[src/rtl/riscv_types.sv]
`default_nettype none
// ============================================================================
// Module      : riscv_types (package)
// Description : Pipeline stage indices and data-memory FSM state encoding.
// Revision    : 1.0 - initial release
// ============================================================================
package riscv_types;

    localparam int c_STG_IF    = 0;  // IF1/IF2
    localparam int c_STG_IFID  = 1;
    localparam int c_STG_IDEX  = 2;
    localparam int c_STG_EXMEM = 3;
    localparam int c_STG_MEMWB = 4;
    localparam int c_NUM_STG   = 5;

    typedef enum logic [1:0] {
        DM_IDLE = 2'd0,
        DM_WAIT = 2'd1,
        DM_ERR  = 2'd2
    } dm_state_t;

endpackage
`default_nettype wire

[src/rtl/hazard_detect.sv]
`default_nettype none
// ============================================================================
// Module      : hazard_detect
// Description : Combinational load-use hazard detection between ID and EX.
// Revision    : 1.0 - initial release
// ============================================================================
module hazard_detect (
    input  logic [4:0] id_rs1,
    input  logic [4:0] id_rs2,
    input  logic       id_uses_rs1,
    input  logic       id_uses_rs2,
    input  logic [4:0] ex_rd,
    input  logic       ex_mem_to_reg,
    output logic       load_use
);

    logic w_rs1_hit;
    logic w_rs2_hit;

    // x0 is hardwired to zero, so a load targeting it never creates a dependency
    assign w_rs1_hit = id_uses_rs1 && (id_rs1 == ex_rd);
    assign w_rs2_hit = id_uses_rs2 && (id_rs2 == ex_rd);
    assign load_use  = ex_mem_to_reg && (ex_rd != 5'd0) && (w_rs1_hit || w_rs2_hit);

endmodule
`default_nettype wire

[src/rtl/pipeline_ctrl.sv]
`default_nettype none
// ============================================================================
// Module      : pipeline_ctrl
// Description : Stall/flush control for a 5-stage pipeline with a timed data-memory handshake.
// Revision    : 1.0 - initial release
// ============================================================================
module pipeline_ctrl
    import riscv_types::*;
#(
    parameter int TIMEOUT = 64,
    parameter int CNT_W   = 16
) (
    input  logic             clk,
    input  logic             reset_n,
    input  logic [4:0]       id_rs1,
    input  logic [4:0]       id_rs2,
    input  logic             id_uses_rs1,
    input  logic             id_uses_rs2,
    input  logic [4:0]       ex_rd,
    input  logic             ex_mem_to_reg,
    input  logic             ex_redirect,
    input  logic             mem_req,
    input  logic             dmem_ready,
    input  logic             imem_ready,
    input  logic             cnt_clr,
    output logic             pc_wen,
    output logic [4:0]       stage_wen,
    output logic [4:0]       stage_clr,
    output logic             dmem_valid,
    output logic             bus_err,
    output logic [CNT_W-1:0] stall_count,
    output logic [1:0]       dm_state
);

    localparam int c_WAIT_W = $clog2(TIMEOUT + 1);

    dm_state_t           r_state;
    dm_state_t           w_next_state;
    logic [c_WAIT_W-1:0] r_wait_cnt;
    logic [c_WAIT_W-1:0] w_next_wait;
    logic                r_run;
    logic                r_bus_err;
    logic [CNT_W-1:0]    r_stall_count;
    logic                w_mem_stall;
    logic                w_load_use;

    hazard_detect u_hazard_detect (
        .id_rs1        (id_rs1),
        .id_rs2        (id_rs2),
        .id_uses_rs1   (id_uses_rs1),
        .id_uses_rs2   (id_uses_rs2),
        .ex_rd         (ex_rd),
        .ex_mem_to_reg (ex_mem_to_reg),
        .load_use      (w_load_use)
    );

    assign dmem_valid  = mem_req && r_run && ((r_state == DM_IDLE) || (r_state == DM_WAIT));
    assign w_mem_stall = dmem_valid && !dmem_ready;

    // State register
    always_ff @(posedge clk or negedge reset_n) begin
        if (!reset_n) begin
            r_state    <= DM_IDLE;
            r_wait_cnt <= '0;
        end else begin
            r_state    <= w_next_state;
            r_wait_cnt <= w_next_wait;
        end
    end

    // Next-state logic
    always_comb begin
        w_next_state = r_state;
        w_next_wait  = r_wait_cnt;
        case (r_state)
            DM_IDLE: begin
                if (w_mem_stall) begin
                    w_next_state = DM_WAIT;
                    w_next_wait  = c_WAIT_W'(1);
                end
            end
            DM_WAIT: begin
                if (dmem_ready) begin
                    w_next_state = DM_IDLE;
                    w_next_wait  = '0;
                end else if (r_wait_cnt >= c_WAIT_W'(TIMEOUT - 1)) begin
                    w_next_state = DM_ERR;
                    w_next_wait  = '0;
                end else begin
                    w_next_wait  = r_wait_cnt + c_WAIT_W'(1);
                end
            end
            DM_ERR: begin
                // Aborted access is treated as complete; the pipeline moves on.
                w_next_state = DM_IDLE;
                w_next_wait  = '0;
            end
            default: begin
                w_next_state = DM_IDLE;
                w_next_wait  = '0;
            end
        endcase
    end

    // Output logic: stall/flush priority mem_stall > redirect > load_use > fetch
    always_comb begin
        pc_wen    = 1'b1;
        stage_wen = '1;
        stage_clr = '0;
        if (!r_run) begin
            pc_wen    = 1'b0;
            stage_wen = '0;
            stage_clr = '1;
        end else if (w_mem_stall) begin
            pc_wen                             = 1'b0;
            stage_wen[c_STG_EXMEM:c_STG_IF]    = '0;
            stage_clr[c_STG_MEMWB]             = 1'b1;
        end else if (ex_redirect) begin
            stage_clr[c_STG_IDEX:c_STG_IF]     = '1;
        end else if (w_load_use) begin
            pc_wen                             = 1'b0;
            stage_wen[c_STG_IFID:c_STG_IF]     = '0;
            stage_clr[c_STG_IDEX]              = 1'b1;
        end else if (!imem_ready) begin
            pc_wen                             = 1'b0;
            stage_wen[c_STG_IF]                = 1'b0;
            stage_clr[c_STG_IFID]              = 1'b1;
        end
    end

    always_ff @(posedge clk or negedge reset_n) begin
        if (!reset_n) begin
            r_run         <= 1'b0;
            r_bus_err     <= 1'b0;
            r_stall_count <= '0;
        end else begin
            r_run <= 1'b1;
            if (w_next_state == DM_ERR)
                r_bus_err <= 1'b1;
            if (cnt_clr)
                r_stall_count <= '0;
            else if (r_run && !pc_wen && !(&r_stall_count))
                r_stall_count <= r_stall_count + CNT_W'(1);
        end
    end

    assign bus_err     = r_bus_err;
    assign stall_count = r_stall_count;
    assign dm_state    = r_state;

endmodule
`default_nettype wire

[config.mk]
export PLATFORM = sky130hd
export DESIGN_NAME = pipeline_ctrl
export DESIGN_NICKNAME = d
export VERILOG_FILES = /design/src/rtl/riscv_types.sv /design/src/rtl/hazard_detect.sv /design/src/rtl/pipeline_ctrl.sv
export SDC_FILE = /design/constraint.sdc
export NUM_CORES = 1
export LEC_CHECK = 0
export CORE_ASPECT_RATIO = 1.1
export CORE_MARGIN = 5
export CORE_UTILIZATION = 36
export CTS_CLUSTER_DIAMETER = 200
export CTS_CLUSTER_SIZE = 30
export DETAILED_ROUTE_END_ITERATION = 16
export GPL_TIMING_DRIVEN = 0
export HOLD_SLACK_MARGIN = 0.02
export PLACE_DENSITY = 0.73
export SLEW_MARGIN = 20
export SYNTH_ARGS = -nofsm -noshare
export SYNTH_HDL_FRONTEND = slang
export SYNTH_SLANG_ARGS = --single-unit
[constraint.sdc]
create_clock -name clk -period 3.1 [get_ports clk]
set_input_delay 0.465 -clock clk [delete_from_list [all_inputs] [get_ports clk]]
set_output_delay 0.465 -clock clk [all_outputs]
set_load 0.01 [all_outputs]
# Word level (Yosys, flattened, before mapping)
# Cells that the tools add are included.
# Widths: inputs -> output; s select.
[classes]
addsub = 2
n_lt_le_gt_ge = 1
eq_ne = 5
n_mux = 31
n_reduce_logical = 18
[op_table]
columns = ["operator", "n"]
rows = [
  ["$mux 16", 2],
  ["$mux 7", 3],
  ["$add 16x1->16 const B", 1],
  ["$reduce_and 16->1", 1],
  ["$mux 1", 14],
  ["$mux 2", 7],
  ["$pmux 7 s2", 1],
  ["$eq 5x5->1", 2],
  ["$logic_and 1x1->1", 9],
  ["$add 7x1->7 const B", 1],
  ["$ge 7x6->1 const B", 1],
  ["$mux 3", 2],
  ["$reduce_bool 5->1", 1],
  ["$mux 4", 1],
  ["$pmux 2 s2", 1],
  ["$logic_not 1->1", 3],
  ["$eq 2x1->1 const B", 1],
  ["$eq 2x2->1 const B", 1],
  ["$logic_not 2->1", 1],
  ["$logic_or 1x1->1", 2],
  ["$ne 2x2->1 const B", 1],
  ["$reduce_bool 2->1", 1],
]
[totals]
reg_bits = 27
inputBits = 25
out_inout_bits = 31
word_cells = 62

# Depth between registers and ports, before layout
# Gate-level depths: netlist of run 1.
[depth]
word_depth = 13
ltp_mapped = 9
mapped_depth_nobuf = 7

# Hierarchy
# From an unflattened synthesis of run 1, not the netlist that was laid out.
[hier_totals]
cells_unflattened = 188
hier_area_um2 = 1722.9
[by_module_without_submodules]
columns = ["mod", "instances", "cells_per_inst", "area_each_um2", "seq_area_each_um2"]
rows = [
  ["pipeline_ctrl", 1, 171, 1589.0, 675.6],
  ["hazard_detect", 1, 17, 133.9, 0.0],
]

# Least setup slack after synthesis of run 1
# OpenSTA, ideal clock, no wires.
[synth_path]
kind = "flip-flop to flip-flop"
startpoint = "reg r_stall_count[0] (netlist: stall_count[0])"
endpoint = "reg r_stall_count[12] (netlist: stall_count[12])"
setup_time_ns = 0.136
arrival_time_ns = 2.127
required_time_ns = 2.964
setup_slack_ns = 0.837
path_stages_with_launch = 10
path_buffers = 2
period_less_slack_ns = 2.263
cell_sequence = "dfrtp_1 > ha_1 > nand3_2 > o31ai_1 > or4b_4 > and2_4 > buf_6 > buf_2 > o31ai_1 > a21oi_1"
[synth_via]
elab_chain_len = 4
elab_cells_between_ends = 7
classes_between = "add/sub: 1; mux: 2; reduce/logical: 4"
[synth_rtl]
columns = ["element", "line_no", "text"]
rows = [
  ["start, declared", "pipeline_ctrl.sv:43", "logic [CNT_W-1:0] r_stall_count;"],
  ["start signal, assigned", "pipeline_ctrl.sv:143", "r_stall_count <= r_stall_count + CNT_W'(1);"],
  ["branches (longest 4 deep; another with $add 16x1->16)", "n/a", ""],
]
# Several ways; the timed one is not identified. The select of a mux whose other input is x is not followed.
# A chain may end at the register's enable or synchronous reset.

# Worst setup path in the final report of run 1
[layout_path]
startpoint = "in ex_rd[1]"
endpoint = "out stage_wen[1]"
[layout_via]
elab_chain_len = 8
elab_cells_between_ends = 12
classes_between = "eq/ne: 2; mux: 4; reduce/logical: 6"
[layout_rtl]
columns = ["element", "line_no", "text"]
rows = [
  ["start, declared", "pipeline_ctrl.sv:19", "input logic [4:0] ex_rd,"],
  ["$eq 5x5->1 (on tied branches)", "hazard_detect.sv:21, hazard_detect.sv:22", ""],
  ["$logic_and 1x1->1 (on tied branches)", "hazard_detect.sv:21, hazard_detect.sv:22", ""],
  ["$logic_or 1x1->1", "hazard_detect.sv:23", "assign load_use = ex_mem_to_reg && (ex_rd != 5'd0) && (w_rs1_hit || w_rs2_hit);"],
  ["$logic_and 1x1->1 *", "hazard_detect.sv:23", ""],
  ["$mux 1 *", "pipeline_ctrl.sv:120", "end else if (w_load_use) begin"],
  ["$mux 2 *", "pipeline_ctrl.sv:118", "end else if (ex_redirect) begin"],
  ["$mux 2 *", "pipeline_ctrl.sv:114", "end else if (w_mem_stall) begin"],
  ["$mux 4 *", "pipeline_ctrl.sv:110", "if (!r_run) begin"],
  ["end, declared", "pipeline_ctrl.sv:27", "output logic [4:0] stage_wen,"],
]
# Mark *: on every way between the ends. The rest lies on a longest branch, timed or not.

==> tab_implementation.tex, run 1 <==
\begin{tabular}{lr}
\hline
Metric & Value \\
\hline
\multicolumn{2}{l}{\textbf{Run status}} \\
Outcome & complete, no violations \\
\multicolumn{2}{l}{\textbf{Global route}} \\
Number of global-route vias before repair & 1440 \\
Pin count of the biggest net entering global routing & 28 \\
First-pass GRT wire length & 6760 um \\
Combined global-route utilization of all metal layers & 14.5\% \\
Total global routing overflow & 0 \\
Number of antenna violations at the first check in global routing & 0 \\
\multicolumn{2}{l}{\textbf{Critical path}} \\
Reg2Reg Setup Slack & 0.58 ns \\
Crit start category & input port \\
Critical Setup Path Class & input port to output port \\
Endpoint type of the worst setup path & output port \\
Crit-path max FO & 4 \\
Required time of the worst setup path & 2.63 ns \\
FF-to-FF Start & stall\_count[0] \\
Arrival time at the worst endpoint & 2.47 ns \\
Crit path launch & ex\_rd[1] \\
\multicolumn{2}{l}{\textbf{Logic synthesis}} \\
Largest area contributor in the synthesized netlist & sky130\_fd\_sc\_hd\_\_dfrtp\_1 \\
Share of the synthesized area in the top cell type & 43.1\% \\
Most used flip-flop cell after synthesis & sky130\_fd\_sc\_hd\_\_dfrtp\_1 \\
Mean cell area of the mapped netlist & 8.70 um\^{}2 \\
Synth Net Count & 207 \\
Number of distinct library cells after synthesis & 37 \\
Yosys warning total & 0 \\
Post-synth EDFFs & 0 \\
Post-synthesis instance area & 0.00157 mm\^{}2 \\
Largest cells by area after synthesis & sky130\_fd\_sc\_hd\_\_dfrtp\_1 (43\%), sky130\_fd\_sc\_hd\_\_xnor2\_1 (6.7\%), sky130\_fd\_sc\_hd\_\_a21oi\_1 (5.4\%) \\
Share of flip-flops with an asynchronous set or reset & 100\% \\
Post-synthesis register bit count & 27 \\
Gate Count Post-Synth & 180 \\
Share of the yosys chip area belonging to registers & 43.1\% \\
\multicolumn{2}{l}{\textbf{Die}} \\
I/O pin cnt & 56 \\
Height of the die & 79.2 um \\
Core Rows & 25 \\
X dimension of the die & 72.9 um \\
Die area & 0.00577 mm\^{}2 \\
Placeable core region & 0.00425 mm\^{}2 \\
Initial Utilization & 36.8\% \\
\multicolumn{2}{l}{\textbf{Flow run}} \\
Max capacitance violation total & 0 \\
\multicolumn{2}{l}{\textbf{Timing}} \\
Final clock period utilization by the worst path & 94.6\% \\
Maximum operating frequency & 341 MHz \\
Number of setup violations in the final report & 0 \\
Setup TNS & 0 ns \\
Headroom to the max-slew limit & 60.2\% \\
Worst setup skew after layout & 0.00357 ns \\
Post-route worst hold slack & 0.186 ns \\
Transition time at the pin with the least slew margin & 0.598 ns \\
Number of pins with negative max-slew slack in the final report & 0 \\
Minimum clock period & 2.93 ns \\
Unrepaired setup endpoints after global routing & false \\
Number of hold violations in the final report & 0 \\
\multicolumn{2}{l}{\textbf{Route}} \\
Detailed Routing Iterations Pass 1 & 4 \\
DR WL/cell & 13.5 um \\
Remaining antenna violation count & 0 \\
DRC violation count after routing & 0 \\
Via count & 1531 \\
Final WL & 3940 um \\
Drt via density & 5.24 \\
Iteration-0 DRC count of the detailed router & 64 \\
\multicolumn{2}{l}{\textbf{Place}} \\
Estimated wirelength of the detail-placed design & 3020 um \\
RD Place Congestion & 0.763 \\
Port Buffers & 54 \\
\multicolumn{2}{l}{\textbf{Hold path}} \\
Type of the tightest min-delay check & input port to asynchronous set/reset pin \\
\multicolumn{2}{l}{\textbf{Finish}} \\
Layout net count & 266 \\
Antenna diode count & 0 \\
Signed area change from the synthesized netlist to the final layout & 42.4\% \\
Fraction of final layout cells sized beyond drive strength 1 & 6.72\% \\
Commonest cells after routing, fill and taps aside & sky130\_fd\_sc\_hd\_\_clkdlybuf4s50\_1 (50), sky130\_fd\_sc\_hd\_\_dfrtp\_1 (27), sky130\_fd\_sc\_hd\_\_nand2\_1 (20) \\
Leading cell type in the layout, fill and taps excluded & sky130\_fd\_sc\_hd\_\_clkdlybuf4s50\_1 \\
Fill count & 419 \\
\multicolumn{2}{l}{\textbf{Clock tree}} \\
Hold\_buf cts & 0 \\
Clock Pin Slew Worst Setup and Hold Paths & 0.09 ns \\
Clock tree from TritonCTS & built \\
Clk sinks & 27 \\
CTS buffer count & 3 \\
Buffers from clock root to sink, at most & 2 \\
Clock Tree Root & sky130\_fd\_sc\_hd\_\_clkbuf\_8 \\
Post-CTS setup repair buffer count & 0 \\
Post-cts gate resize count & 0 \\
Insertion delay of the later-clocked pin in the worst-skew pair & 0.27 ns \\
Maximum level of the CTS H-tree & 1 \\
\multicolumn{2}{l}{\textbf{Pwr}} \\
Total power density per cell area & 324 mW/mm\^{}2 \\
VDD IR max & 0.298 mV \\
P\_leak & 0.910 nW \\
\hline
\end{tabular}
## cell usage after synthesis (2+ instances only)
cell / count
sky130_fd_sc_hd__a21oi_1: 17
sky130_fd_sc_hd__and3_1: 5
sky130_fd_sc_hd__buf_4: 2
sky130_fd_sc_hd__dfrtp_1: 27
sky130_fd_sc_hd__ha_1: 2
sky130_fd_sc_hd__inv_1: 5
sky130_fd_sc_hd__nand2_1: 20
sky130_fd_sc_hd__nand3_1: 7
sky130_fd_sc_hd__nand4_1: 3
sky130_fd_sc_hd__nor2_1: 19
sky130_fd_sc_hd__nor2b_1: 2
sky130_fd_sc_hd__nor3_1: 3
sky130_fd_sc_hd__o21ai_0: 13
sky130_fd_sc_hd__o31ai_1: 8
sky130_fd_sc_hd__or3_1: 8
sky130_fd_sc_hd__or4_1: 7
sky130_fd_sc_hd__xnor2_1: 12
## critical path: stages
cell	delay, ns
sky130_fd_sc_hd__clkdlybuf4s50_1	0.47
sky130_fd_sc_hd__or4_1	0.56
sky130_fd_sc_hd__o21ai_2	0.14
sky130_fd_sc_hd__or2b_1	0.17
sky130_fd_sc_hd__nor2_1	0.05
sky130_fd_sc_hd__nor2_1	0.08
sky130_fd_sc_hd__clkdlybuf4s50_1	0.54
## sequential cells by signal, summed over array words and instances (netlist names)
name         flops
bus_err          1
dm_state         2
r_run            1
r_wait_cnt       7
stall_count     16
## metal layers
| layer | global-route usage [%] | part of all wire, % | vias to the layer above |
|---|---|---|---|
| met1 | 18.9 | 43 | 736 |
| met2 | 24.1 | 51 | 33 |
| met3 | 3.67 | 5.1 | 4 |
| met5 | 0 | 0 | - |
| li1 | - | - | 758 |
| met4 | 3.32 | 0.94 | 0 |
## where the power goes
group / switching, mW / total [mW] / internal (mW) / leakage (nW)
Sequential: 0.0165 / 0.379 / 0.362 / 0.371
Combinational: 0.0654 / 0.145 / 0.0793 / 0.517
Clock: 0.108 / 0.200 / 0.0921 / 0.0228
## stage by stage
step | power, mW | std cells | utilization (%) | area (um^2) | setup slack [ns]
2_1_floorplan | 0.452 | 180 | - | 1570 | 0.837
3_3_place_gp | 0.531 | 288 | 51.1 | 2170 | 0.0223
3_5_place_dp | 0.531 | 288 | 51.0 | 2170 | 0.0192
4_1_cts | 0.735 | 292 | 52.1 | 2210 | 0.00804
5_1_grt | 0.770 | 292 | 52.4 | 2230 | 0.00162
6_report | 0.723 | 292 | 52.4 | 2230 | 0.166
## layout make-up
type / count / area (um^2) / share of cell area (%)
Inverter: 5 / 18.8 / 0.841
Buffer: 6 / 38.8 / 1.74
Sequential cell: 27 / 676 / 30.3
Multi-Input combinational cell: 142 / 842 / 37.7
Clock buffer: 4 / 45.0 / 2.02
Tap cell: 54 / 67.6 / 3.03
Timing Repair Buffer: 54 / 543 / 24.3
## path summary, 6_finish.rpt
check                      cells after the start               to
setup / recovery                               7     stage_wen[1]
hold / removal                                 1      dm_state[0]
setup reg to reg                               9  stall_count[13]
hold reg to reg                                1          bus_err
max in group asynchronous                      1   stall_count[6]
min in group clk                               1          bus_err
## cells by family after synthesis
logic type / after synthesis / synth area share (%)
xor gates and xnor gates: 12 / 6.71
buffers and inverters: 11 / 3.67
other: 1 / 0.239
AOI/OAI and AO/OA: 46 / 17.5
and+or+nand+nor: 80 / 26.4
muxes: 1 / 0.719
adders and majority gates: 2 / 1.60
DFF: 27 / 43.1
Note: power is estimated with default switching activity, not from simulation.
==> run 2, diff against run 1 <==
--- a/config.mk
+++ b/config.mk
@@ -5,6 +5,7 @@
 export SDC_FILE = /design/constraint.sdc
 export NUM_CORES = 1
 export LEC_CHECK = 0
+export CAP_MARGIN = 30
 export CORE_ASPECT_RATIO = 1.1
 export CORE_MARGIN = 5
 export CORE_UTILIZATION = 36
==> results of run 2 <==
Final layout, timing and power as in run 1 (identical DEF).
==> run 3, diff against run 2 <==
==> constraint.sdc (replaced) <==
create_clock -name clk -period 2.8 [get_ports clk]
set_input_delay 0.42 -clock clk [delete_from_list [all_inputs] [get_ports clk]]
set_output_delay 0.42 -clock clk [all_outputs]
set_load 0.01 [all_outputs]
==> tab_implementation.tex, run 3 (synthesis results as in run 1) <==
\begin{tabular}{lr}
\hline
Metric & Value \\
\hline
\multicolumn{2}{l}{\textbf{Finish}} \\
Fill count & 426 (+1.7\%) \\
Signed area change from the synthesized netlist to the final layout & 44.0\% \\
Antenna diode count & 0 (unchanged) \\
Flip-flop count of the largest register after layout & 16 (unchanged) \\
Post-route insts no fill & 294 (+0.68\%) \\
Commonest cells after routing, fill and taps aside & sky130\_fd\_sc\_hd\_\_clkdlybuf4s50\_1 (44), sky130\_fd\_sc\_hd\_\_dfrtp\_1 (27), sky130\_fd\_sc\_hd\_\_nand2\_1 (20) \\
Fraction of final layout cells sized beyond drive strength 1 & 8.33\% (+1.6 points) \\
Area of all placed cells without fillers & 0.00226 mm\^{}2 (+1.1\%) \\
Layout net count & 268 (+0.75\%) \\
Leading cell type in the layout, fill and taps excluded & sky130\_fd\_sc\_hd\_\_clkdlybuf4s50\_1 \\
\multicolumn{2}{l}{\textbf{Place}} \\
Setup Slack @ Placement & -0.191 ns (-0.210 ns) \\
Port Buffers & 54 (unchanged) \\
Cells after DPL & 288 (unchanged) \\
Estimated wirelength of the detail-placed design & 3020 um (unchanged) \\
Post-place instance area & 0.00217 mm\^{}2 (unchanged) \\
RD Place Congestion & 0.763 (unchanged) \\
\multicolumn{2}{l}{\textbf{Critical path}} \\
Max stage delay on crit path & 0.53 ns (-0.03 ns) \\
Critical Setup Path Class & input port to output port \\
Endpoint type of the worst setup path & output port \\
Cell type group with the largest total delay on the critical path & buffers and inverters \\
Required time of the worst setup path & 2.38 ns (-0.25 ns) \\
CP max stage cell & sky130\_fd\_sc\_hd\_\_clkdlybuf4s50\_1 \\
Arrival time at the worst endpoint & 2.27 ns (-0.20 ns) \\
Reg2Reg Setup Slack & 0.29 ns (-0.29 ns) \\
Crit-path max FO & 3 (-1) \\
Register-to-Register Path Depth & 9 (unchanged) \\
Critical path buffers and inverters & 3 (+1) \\
FF-to-FF Start & stall\_count[0] \\
Endpoint of the worst register-to-register path & stall\_count[13] \\
Cell chain of the critical path & clkdlybuf4s50\_1 > xnor2\_1 > nand4\_1 > o22ai\_2 > or2b\_1 > buf\_4 > a21oi\_2 > nor2\_1 > dlygate4sd2\_1 \\
Crit start category & input port \\
\multicolumn{2}{l}{\textbf{Clock tree}} \\
Clk sinks & 27 (unchanged) \\
CTS buffer count & 3 (unchanged) \\
Clock Tree Root & sky130\_fd\_sc\_hd\_\_clkbuf\_8 \\
Clock tree from TritonCTS & built \\
Hold\_buf cts & 0 (unchanged) \\
Clock Pin Slew Worst Setup and Hold Paths & 0.09 ns (about the same) \\
Insertion delay of the later-clocked pin in the worst-skew pair & 0.27 ns (about the same) \\
Maximum level of the CTS H-tree & 1 (unchanged) \\
Buffers from clock root to sink, at most & 2 (unchanged) \\
\multicolumn{2}{l}{\textbf{Timing}} \\
Post-layout worst setup margin & 0.108 ns (-0.0582 ns) \\
Headroom to the max-slew limit & 59.8\% (-0.39 points) \\
Minimum clock period & 2.69 ns \\
Transition time at the pin with the least slew margin & 0.604 ns (+0.00587 ns) \\
Number of setup violations in the final report & 0 (unchanged) \\
Maximum operating frequency & 372 MHz \\
Post-route worst hold slack & 0.142 ns (-0.0441 ns) \\
Final clock period utilization by the worst path & 96.1\% \\
Worst setup skew after layout & 0.00476 ns (+0.00119 ns) \\
Number of hold violations in the final report & 0 (unchanged) \\
Number of pins with negative max-slew slack in the final report & 0 (unchanged) \\
\multicolumn{2}{l}{\textbf{Route}} \\
Remaining antenna violation count & 0 (unchanged) \\
Drt via density & 5.26 (+0.29\%) \\
DRC violation count after routing & 0 (unchanged) \\
Detailed Routing Iterations Pass 1 & 4 (unchanged) \\
Final WL & 4080 um (+3.4\%) \\
Met2 wirelength from detailed routing & 2080 um (+3.5\%) \\
Met1 Routed Length & 1750 um (+3.4\%) \\
Via count & 1546 (+0.98\%) \\
Iteration-0 DRC count of the detailed router & 75 (+17\%) \\
Amount of wire on met3 after detailed routing & 191 um (-5.0\%) \\
Top layer in use & met4 \\
DR WL/cell & 13.9 um (+2.7\%) \\
\multicolumn{2}{l}{\textbf{Global route}} \\
Number of global-route vias before repair & 1441 (+0.069\%) \\
First-pass GRT wire length & 6780 um (+0.30\%) \\
Total global routing overflow & 0 (unchanged) \\
Pin count of the biggest net entering global routing & 28 (unchanged) \\
Number of antenna violations at the first check in global routing & 0 (unchanged) \\
Combined global-route utilization of all metal layers & 14.6\% (+0.079 points) \\
\multicolumn{2}{l}{\textbf{Pwr}} \\
P\_leak & 0.936 nW (+2.9\%) \\
Total power density per cell area & 355 mW/mm\^{}2 (+9.6\%) \\
VDD IR max & 0.329 mV (+10\%) \\
Overall power after layout & 0.801 mW (+11\%) \\
\multicolumn{2}{l}{\textbf{Die}} \\
Height of the die & 79.2 um (unchanged) \\
X dimension of the die & 72.9 um (unchanged) \\
Placeable core region & 0.00425 mm\^{}2 (unchanged) \\
I/O pin cnt & 56 (unchanged) \\
Die area & 0.00577 mm\^{}2 (unchanged) \\
Initial Utilization & 36.8\% (unchanged) \\
Core Rows & 25 (unchanged) \\
\multicolumn{2}{l}{\textbf{Flow run}} \\
Max capacitance violation total & 0 (unchanged) \\
\multicolumn{2}{l}{\textbf{Hold path}} \\
Type of the tightest min-delay check & input port to asynchronous set/reset pin \\
\multicolumn{2}{l}{\textbf{Run status}} \\
Outcome & complete, no violations \\
\hline
\end{tabular}
==> run 3: changes by cell type in the layout (fill, tap and decap cells not counted) <==
cell / change
sky130_fd_sc_hd__o21ai_1: +1
sky130_fd_sc_hd__dlygate4sd2_1: +5
sky130_fd_sc_hd__o21ai_2: -1
sky130_fd_sc_hd__a21oi_2: +1
sky130_fd_sc_hd__a21oi_1: -1
sky130_fd_sc_hd__o22ai_2: +1
sky130_fd_sc_hd__o22ai_1: -1
sky130_fd_sc_hd__xnor2_1: -1
sky130_fd_sc_hd__xnor2_2: +1
sky130_fd_sc_hd__dlymetal6s2s_1: +1
sky130_fd_sc_hd__clkdlybuf4s50_1: -6
sky130_fd_sc_hd__buf_4: +2
==> run 3: worst reg2reg max path, delay by kind of cell, from the launching register on <==
kind,cells,cell delay [ns]
compound gates,3,0.46
fa+ha+maj,1,0.27
flops,1,0.46
simple gates,3,0.89
buf+inv,2,0.32
==> run 3: how the worst max path moves through the flow <==
stage	start	to	depth (start not counted)
after floorplan	stall_count[0]	stall_count[12]	9
after global placement	ex_rd[1]	stage_wen[0]	7
after detailed placement	ex_rd[1]	stage_wen[0]	7
after CTS	ex_rd[4]	stage_wen[0]	9
after global routing	id_rs1[4]	stage_wen[0]	9
final	ex_rd[0]	pc_wen	9
==> run 3: per-stage QoR <==
stage	TNS (ns)	util, %
floorplan	0	-
global placement	-0.992	51.1
detailed placement	-1.28	51.0
CTS	0	52.2
global route	-0.00149	53.0
finish	0	53.0
==> run 3: area by class of cell <==
| cell class | instances | area (um^2) | area share [%] |
|---|---|---|---|
| flip-flops and latches | 27 | 676 | 30.0 |
| well taps | 54 | 67.6 | 3.00 |
| plain buffers | 6 | 38.8 | 1.72 |
| inverters | 5 | 18.8 | 0.832 |
| multi-input cells | 142 | 856 | 37.9 |
| clock buffers | 4 | 45.0 | 2.00 |
| repair buffers | 56 | 554 | 24.6 |
==> run 3: layer usage <==
metal	track usage, %	up-vias
met5	0	-
met1	18.9	741
met3	3.67	6
met2	24.4	36
met4	3.32	0
li1	-	763
==> run 3: repair_timing <==
| item | CTS | global route |
|---|---|---|
| cloned | 0 | 0 |
| buffers inserted | 1 | 1 |
| pin swaps | 0 | 2 |
| resized for setup | 7 | 7 |
| hold endpoints to repair | 0 | 0 |
| endpoints found under the setup margin | 7 | 3 |
==> run 3: power by group <==
| part | internal [mW] | switching, mW | total (mW) |
|---|---|---|---|
| Sequential | 0.401 | 0.0182 | 0.419 |
| Clock | 0.102 | 0.119 | 0.221 |
| Combinational | 0.0863 | 0.0748 | 0.161 |
